`src/rtl/efb_pkg.sv`:
```
// rtl/efb_pkg.sv - shared EFB Wishbone types and register map
// Purpose: FSM state encodings, EFB register addresses and the boot configuration value.
// Ports: none (package).
package efb_pkg;

  typedef enum logic [2:0] {
    ST_BOOT,
    ST_BACC,
    ST_IDLE,
    ST_ACC,
    ST_GAP
  } efb_state_t;

  // EFB register map (configuration plus I2C/SPI control registers)
  localparam logic [7:0] EFB_ADDR_CFG     = 8'h55;
  localparam logic [7:0] EFB_ADDR_I2C1_CR = 8'h40;
  localparam logic [7:0] EFB_ADDR_I2C2_CR = 8'h4A;
  localparam logic [7:0] EFB_ADDR_SPI_CR0 = 8'h56;
  localparam logic [7:0] EFB_ADDR_SPI_CR1 = 8'h57;
  localparam logic [7:0] EFB_ADDR_SPI_CR2 = 8'h58;

  localparam logic [7:0] EFB_BOOT_DATA    = 8'hE0;

endpackage

```
`src/rtl/efb_wb_wdog.sv`:
```
// rtl/efb_wb_wdog.sv - Wishbone access watchdog
// Purpose: counts cycles of an unacknowledged access and flags the terminal count.
// Ports: clk, rst (async active-low), clr (restart count), en (count this cycle),
//        tc (terminal count reached in the current cycle).
module efb_wb_wdog #(
  parameter int TO_W    = 8,
  parameter int TIMEOUT = 255
) (
  input  logic clk,
  input  logic rst,
  input  logic clr,
  input  logic en,
  output logic tc
);

  // cnt holds the number of already-elapsed unacknowledged cycles, so the
  // TIMEOUT-th cycle of a stalled access is the one where cnt == TIMEOUT-1.
  localparam logic [TO_W-1:0] TC_VAL = TO_W'(TIMEOUT - 1);

  logic [TO_W-1:0] cnt;

  always_ff @(posedge clk or negedge rst) begin
    if (!rst) begin
      cnt <= '0;
    end else if (clr) begin
      cnt <= '0;
    end else if (en) begin
      cnt <= cnt + TO_W'(1);
    end
  end

  assign tc = (cnt == TC_VAL);

endmodule

```
`src/rtl/efb_wb_arb.sv`:
```
// rtl/efb_wb_arb.sv - EFB Wishbone master with boot write and round-robin A/B arbitration
// Purpose: issues one boot write after reset, then shares the EFB slave port between
//          requesters A and B with a watchdog terminating unacknowledged accesses.
// Ports: clk, rst (async active-low);
//        a_/b_ req, we, adr, wdat (in), ack, err (out, 1-cycle pulses);
//        rdat (read data, valid with ack); wb_cyc_o/stb_o/we_o/adr_o/dat_o, wb_dat_i, wb_ack_i;
//        boot_done, boot_err (sticky boot status).
module efb_wb_arb
  import efb_pkg::*;
#(
  parameter int                ADDR_W    = 8,
  parameter int                DATA_W    = 8,
  parameter int                TIMEOUT   = 255,
  parameter int                TO_W      = 8,
  parameter logic [ADDR_W-1:0] BOOT_ADDR = ADDR_W'(EFB_ADDR_CFG),
  parameter logic [DATA_W-1:0] BOOT_DATA = DATA_W'(EFB_BOOT_DATA)
) (
  input  logic              clk,
  input  logic              rst,
  input  logic              a_req,
  input  logic              a_we,
  input  logic [ADDR_W-1:0] a_adr,
  input  logic [DATA_W-1:0] a_wdat,
  output logic              a_ack,
  output logic              a_err,
  input  logic              b_req,
  input  logic              b_we,
  input  logic [ADDR_W-1:0] b_adr,
  input  logic [DATA_W-1:0] b_wdat,
  output logic              b_ack,
  output logic              b_err,
  output logic [DATA_W-1:0] rdat,
  output logic              wb_cyc_o,
  output logic              wb_stb_o,
  output logic              wb_we_o,
  output logic [ADDR_W-1:0] wb_adr_o,
  output logic [DATA_W-1:0] wb_dat_o,
  input  logic [DATA_W-1:0] wb_dat_i,
  input  logic              wb_ack_i,
  output logic              boot_done,
  output logic              boot_err
);

  efb_state_t        state, state_n;
  logic              ptr_b, ptr_b_n;   // 1: B wins the next tie
  logic              gnt_b, gnt_b_n;   // requester owning the current access
  logic              take_b;
  logic              cyc_n, we_n;
  logic [ADDR_W-1:0] adr_n;
  logic [DATA_W-1:0] dat_n, rdat_n;
  logic              a_ack_n, a_err_n, b_ack_n, b_err_n;
  logic              boot_done_n, boot_err_n;
  logic              wd_clr, wd_en, wd_tc;

  // Counter sits at zero whenever no access is in flight, so it is fresh on entry.
  assign wd_clr = (state != ST_ACC) && (state != ST_BACC);
  assign wd_en  = wb_cyc_o && !wb_ack_i;

  efb_wb_wdog #(
    .TO_W    (TO_W),
    .TIMEOUT (TIMEOUT)
  ) u_wdog (
    .clk (clk),
    .rst (rst),
    .clr (wd_clr),
    .en  (wd_en),
    .tc  (wd_tc)
  );

  always_comb begin
    state_n     = state;
    ptr_b_n     = ptr_b;
    gnt_b_n     = gnt_b;
    take_b      = 1'b0;
    cyc_n       = wb_cyc_o;
    we_n        = wb_we_o;
    adr_n       = wb_adr_o;
    dat_n       = wb_dat_o;
    rdat_n      = rdat;
    a_ack_n     = 1'b0;
    a_err_n     = 1'b0;
    b_ack_n     = 1'b0;
    b_err_n     = 1'b0;
    boot_done_n = boot_done;
    boot_err_n  = boot_err;

    case (state)
      ST_BOOT: begin
        state_n = ST_BACC;
        cyc_n   = 1'b1;
        we_n    = 1'b1;
        adr_n   = BOOT_ADDR;
        dat_n   = BOOT_DATA;
      end

      ST_BACC: begin
        // ack is tested first so it wins over a coincident terminal count
        if (wb_ack_i) begin
          state_n     = ST_GAP;
          cyc_n       = 1'b0;
          boot_done_n = 1'b1;
        end else if (wd_tc) begin
          state_n     = ST_GAP;
          cyc_n       = 1'b0;
          boot_done_n = 1'b1;
          boot_err_n  = 1'b1;
        end
      end

      ST_IDLE: begin
        if (a_req || b_req) begin
          take_b  = b_req && (!a_req || ptr_b);
          gnt_b_n = take_b;
          ptr_b_n = !take_b;
          state_n = ST_ACC;
          cyc_n   = 1'b1;
          we_n    = take_b ? b_we   : a_we;
          adr_n   = take_b ? b_adr  : a_adr;
          dat_n   = take_b ? b_wdat : a_wdat;
        end
      end

      ST_ACC: begin
        if (wb_ack_i) begin
          state_n = ST_GAP;
          cyc_n   = 1'b0;
          rdat_n  = wb_dat_i;
          a_ack_n = !gnt_b;
          b_ack_n = gnt_b;
        end else if (wd_tc) begin
          state_n = ST_GAP;
          cyc_n   = 1'b0;
          a_err_n = !gnt_b;
          b_err_n = gnt_b;
        end
      end

      ST_GAP: begin
        state_n = ST_IDLE;
      end

      default: begin
        state_n = ST_BOOT;
        cyc_n   = 1'b0;
      end
    endcase
  end

  always_ff @(posedge clk or negedge rst) begin
    if (!rst) begin
      state     <= ST_BOOT;
      ptr_b     <= 1'b0;
      gnt_b     <= 1'b0;
      wb_cyc_o  <= 1'b0;
      wb_stb_o  <= 1'b0;
      wb_we_o   <= 1'b0;
      wb_adr_o  <= '0;
      wb_dat_o  <= '0;
      rdat      <= '0;
      a_ack     <= 1'b0;
      a_err     <= 1'b0;
      b_ack     <= 1'b0;
      b_err     <= 1'b0;
      boot_done <= 1'b0;
      boot_err  <= 1'b0;
    end else begin
      state     <= state_n;
      ptr_b     <= ptr_b_n;
      gnt_b     <= gnt_b_n;
      wb_cyc_o  <= cyc_n;
      wb_stb_o  <= cyc_n;
      wb_we_o   <= we_n;
      wb_adr_o  <= adr_n;
      wb_dat_o  <= dat_n;
      rdat      <= rdat_n;
      a_ack     <= a_ack_n;
      a_err     <= a_err_n;
      b_ack     <= b_ack_n;
      b_err     <= b_err_n;
      boot_done <= boot_done_n;
      boot_err  <= boot_err_n;
    end
  end

endmodule

```
`config.mk`:
```
export PLATFORM = sky130hd
export DESIGN_NAME = efb_wb_arb
export DESIGN_NICKNAME = d
export VERILOG_FILES = /design/src/rtl/efb_pkg.sv /design/src/rtl/efb_wb_wdog.sv /design/src/rtl/efb_wb_arb.sv
export SDC_FILE = /design/constraint.sdc
export NUM_CORES = 1
export LEC_CHECK = 0
export BUFFER_PORTS_ARGS = -buffer_cell sky130_fd_sc_hd__buf_2
export CORE_MARGIN = 8
export CORE_UTILIZATION = 49
export CTS_CLUSTER_DIAMETER = 30
export DETAILED_ROUTE_END_ITERATION = 7
export GPL_TIMING_DRIVEN = 0
export HOLD_SLACK_MARGIN = 0.1
export PLACE_DENSITY = 0.81
export SETUP_SLACK_MARGIN = 0.5
export SYNTH_ARGS = -nofsm -noshare
export SYNTH_HDL_FRONTEND = slang
export SYNTH_SLANG_ARGS = --single-unit
```
`constraint.sdc`:
```
create_clock -name clk -period 1.95 [get_ports clk]
set_input_delay 0.4875 -clock clk [delete_from_list [all_inputs] [get_ports clk]]
set_output_delay 0.4875 -clock clk [all_outputs]
set_load 0.02 [all_outputs]
```
* Yosys cells after proc, flatten, opt, wreduce, memory -nomap -nowiden
Cells that the tools add are included.
** Storage, ports and cells
- Bits of input ports :: 47
- Word-level logic and storage cells :: 79
- Bits in registers :: 45
** Cells by class
- Reduce and logical (&&, ||, !) cells :: 21
- Mux-type cells :: 31
- $add $sub $neg :: 1
- Equality and inequality tests :: 9
- Bitwise logic cells :: 2
** Operator list (count)
- $mux W8 :: 6
- $pmux W8 S2 :: 2
- $mux W1 :: 17
- $pmux W3 S4 :: 1
- $reduce_and A2 Y1 :: 5
- $mux W3 :: 3
- $add A8 B1 Y8 const B :: 1
- $eq A8 B8 Y1 const B :: 1
- $eq A3 B2 Y1 const B :: 2
- $ne A3 B1 Y1 const B :: 2
- $reduce_and A3 Y1 :: 2
- $reduce_bool A2 Y1 :: 3
- $logic_not A1 Y1 :: 4
- $pmux W1 S4 :: 1
- $eq A3 B1 Y1 const B :: 1
- $eq A3 B3 Y1 const B :: 1
- $logic_and A1 B1 Y1 :: 3
- $logic_not A3 Y1 :: 1
- $ne A3 B2 Y1 const B :: 1
- $logic_or A1 B1 Y1 :: 2
- $ne A2 B2 Y1 const B :: 1
- $not A1 Y1 :: 2
- $pmux W1 S2 :: 1
- $reduce_or A2 Y1 :: 1

* Logic depth before layout (Yosys ltp)
- Depth after elaboration :: 6
- Depth in mapped cells :: 6
- Mapped depth without buffers :: 6

* Cells and area by module
From an unflattened synthesis, not the netlist that was laid out.
** Second synthesis, totals
- Cells, all modules :: 181
- Area, all modules :: 2045.7 um^2
** By module, submodules not included
- efb_wb_arb :: area an instance 1635.3 um^2, instances 1, cells each 140
- efb_wb_wdog :: area an instance 410.4 um^2, instances 1, cells each 41

* Worst setup path after synthesis
Ideal clock, no wire load.
- Path type :: input to register
- From :: input wb_ack_i
- To :: register u_wdog.cnt[7]
- Stages on the path :: 5
- Setup time :: 0.118 ns
- Arrival time :: 1.383 ns
- Data required time :: 1.832 ns
- Slack :: 0.449 ns
- Buffers on the path :: 1
- Path through :: buf_6 -> and4b_1 -> or3b_1 -> xor2_1 -> nor2_1
** Between the ends
- Cells in the longest elaborated chain, start to end :: 3
** RTL lines
- start, declared :: line efb_wb_arb.sv:39 : input logic wb_ack_i,
- $logic_not A1 Y1 :: line efb_wb_arb.sv:57 : assign wd_en = wb_cyc_o && !wb_ack_i;
- $logic_and A1 B1 Y1 :: line efb_wb_arb.sv:57
- $reduce_bool A2 Y1 (no line)
- end signal, assigned :: line efb_wb_wdog.sv:28 : cnt <= cnt + TO_W'(1);
- end, declared :: line efb_wb_wdog.sv:20 : logic [TO_W-1:0] cnt;
Every way passes these cells.
A chain may end at the register's enable or synchronous reset.

* Worst setup path after layout
- From :: register wb_stb_o
- To :: output wb_stb_o
** RTL lines
- start, declared :: line efb_wb_arb.sv:34 : output logic wb_stb_o,
- start signal, assigned :: line efb_wb_arb.sv:171 : wb_stb_o <= cyc_n;
No word-level cell between the ends.

==> results_dict.tcl <==
set metrics [dict create \
    routedWlPerCell_um 14.28 \
    synth_cell_type_count 34 \
    cp.arrival_ns 0.98 \
    n_fill_cell 320 \
    dr.pass1.iters 4 \
    layout.cells.non_filler 321 \
    vias 1651 \
    holdBufCountCts 0 \
    yosysSeqAreaShare_pct 56.57 \
    via_per_inst 5.143 \
    drtIter0Drc 61 \
    io_pins 80 \
    fin_worst_skew_ns 0.002803 \
    path_max_fanout 6 \
    rsz0062_at_grt "yes" \
    grtUsageMet2_pct 25.67 \
    yosysTopAreaCell "dfrtp_1" \
    drv_slew 0 \
    timing.hold.ws_ns 0.3433 \
    synth.avg_cell_area_um2 10.88 \
    hpwl_um 3532 \
    area_growth_pct 31.55 \
    p_leak_nw 1.282 \
    grt_pass1_vias 1776 \
    synth_warnings 0 \
    synth_flop_cell "dfrtp_1" \
    power.density_nw_per_um2 1405 \
    tightest_slew_ns 0.9512 \
    cts-root-buf "clkbuf_8" \
    syn_inst 183 \
    hold_viol 0 \
    drcViolationCount 0 \
    cts_tree "yes" \
    routed_wl_um 4585 \
    cts_buffers 5 \
    grt_max_degree 46 \
    max-vdd-ir-drop_mv 0.8375 \
    worstSetupEndpointType "output pin" \
    gr-max-usage-layer "met2" \
    status "finished clean" \
    synth_nets 232 \
    netlist_area_um2 1991 \
    gr-usage-met1_pct 16.46 \
    clk_latency_ns 0.29 \
    coreArea_um2 3943 \
    drv_cap 0 \
    period_share_pct 75.48 \
    row_count 23 \
    crit_path_start_kind "flop" \
    final_cell_mix "buf_2, dfrtp_1, nor2_1" \
    synth_edf_count 0 \
    grt_first_pass_wirelength_um 7693 \
    clock_path_buffers 2 \
    ys_top_cells_by_area "dfrtp_1, nor2_1, nand2_1" \
    hp-class "input port to async pin" \
    synth_top_cell_area_share_pct 56.57 \
    grt_overflow 0 \
    htree_levels 2 \
    place_congestion 0.7752 \
    finalNetCount 319 \
    io_buffers 78 \
    chipHeight_um 79.74 \
    setup_viol 0 \
    relSlewSlack_pct 36.59 \
    crit_type "flop to output pin" \
    cts.sinks 45 \
    antenna_left 0 \
    die_w_um 79.74 \
    place_inst 311 \
    drive_gt1_share_pct 39.85 \
    cp.required_ns 1.46 \
    tns_ns 0 \
    min_period_ns 1.472 \
    ys_ff_latch 45 \
    mostFrequentLayoutCell "buf_2" \
    die_area_um2 6358 \
    antennaDiodeCount 0 \
    gr-usage-all-layers_pct 15.36 \
    antenna_found_initial 0 \
    clk_transition_reported_paths_ns 0.08 \
    use_met3_pct 6.306 \
    start_util_pct 50.49 \
    synth-async-reset-ratio_pct 100.0 \
    fmax_mhz 679.4 \
]
[critical path: stages (launching register included)]
cell	delay, ns
dfrtp_2	0.45
buf_6	0.13
buf_6	0.12
[cells in the mapped netlist (3+ instances only)]
master and count:
a21oi_1 4, a31oi_1 9, buf_4 3, dfrtp_1 45, inv_1 4, mux2_2 8, mux2i_1 9, nand2_1 25
nand2b_1 4, nor2_1 28, o21ai_0 3, o2bb2ai_1 9, o31ai_1 3, xor2_1 4
[metrics by stage]
stage	setup slack, ns	utilization (%)	total power, W	area, µm²
after floorplan	0.4489	-	0.002420	1991
after global placement	0.3369	61.98	0.002887	2444
after detailed placement	0.2934	61.98	0.002941	2444
after CTS	0.4587	65.57	0.003696	2585
after global routing	0.4495	66.42	0.003927	2619
final	0.4781	66.42	0.003679	2619
[report_power, final]
group / total (W) / switching (W) / leakage (nW) / internal, W
clock network: 0.000708 / 0.000291 / 0.0585 / 0.000417
logic: 0.00153 / 0.000908 / 0.667 / 0.000619
registers: 0.00144 / 0.000191 / 0.556 / 0.00125
total: 0.00368 / 0.00139 / 1.28 / 0.00229
[cell type report]
cell class	count	area (µm²)	area share (%)
clock inverter	1	30.03	1.147
inverter	4	15.01	0.5733
tap	50	62.56	2.389
clock buffer	7	86.33	3.297
buffer	6	61.31	2.341
timing repair buffer	80	411.6	15.72
sequential	45	1127	43.05
multi-input combinational	128	824.5	31.49
[sequential cells by signal, indices dropped and copies added, names as in the netlist]
signal,flops
a_err,1
u_wdog.cnt,8
b_err,1
wb_adr_o,8
ptr_b,1
wb_we_o,1
b_ack,1
state,3
boot_err,1
boot_done,1
wb_dat_o,8
wb_stb_o,1
rdat,8
a_ack,1
gnt_b,1
[logic make-up after synthesis]
| family | count (synthesis) | share of synthesized area [%] |
|---|---|---|
| and+or+nand+nor | 70 | 15.84 |
| DFF | 45 | 56.57 |
| adders and majority gates | 2 | 1.257 |
| muxes | 17 | 9.051 |
| AOI/OAI and AO/OA | 33 | 11.38 |
| xor gates and xnor gates | 6 | 2.640 |
| buffers and inverters | 10 | 3.268 |
[metal layers]
layer	routed length (µm)	vias to the layer above	share of wire, %
li1	-	810	-
met1	1821	778	40
met2	2293	54	50
met3	364	9	7.9
met4	107	0	2.3
met5	0	-	0
[worst paths after layout]
check / slack [ns] / startpoint / cells past startpoint / to
max in group asynchronous: 0.96 / rst / 1 / wb_stb_o
max: 0.48 / wb_stb_o / 2 / wb_stb_o
min: 0.34 / rst / 1 / rdat[2]
min reg2reg: 0.45 / gnt_b / 1 / a_err
max reg2reg: 0.52 / wb_stb_o / 5 / u_wdog.cnt[7]
min in group clk: 0.41 / wb_ack_i / 2 / state[1]
[what timing repair did]
item / 4_1_cts / 5_1_grt
endpoints found under the setup margin: 10 / 27
buffers inserted: 1 / 1
resized for setup: 6 / 6
(Power assumes the default switching activity.)
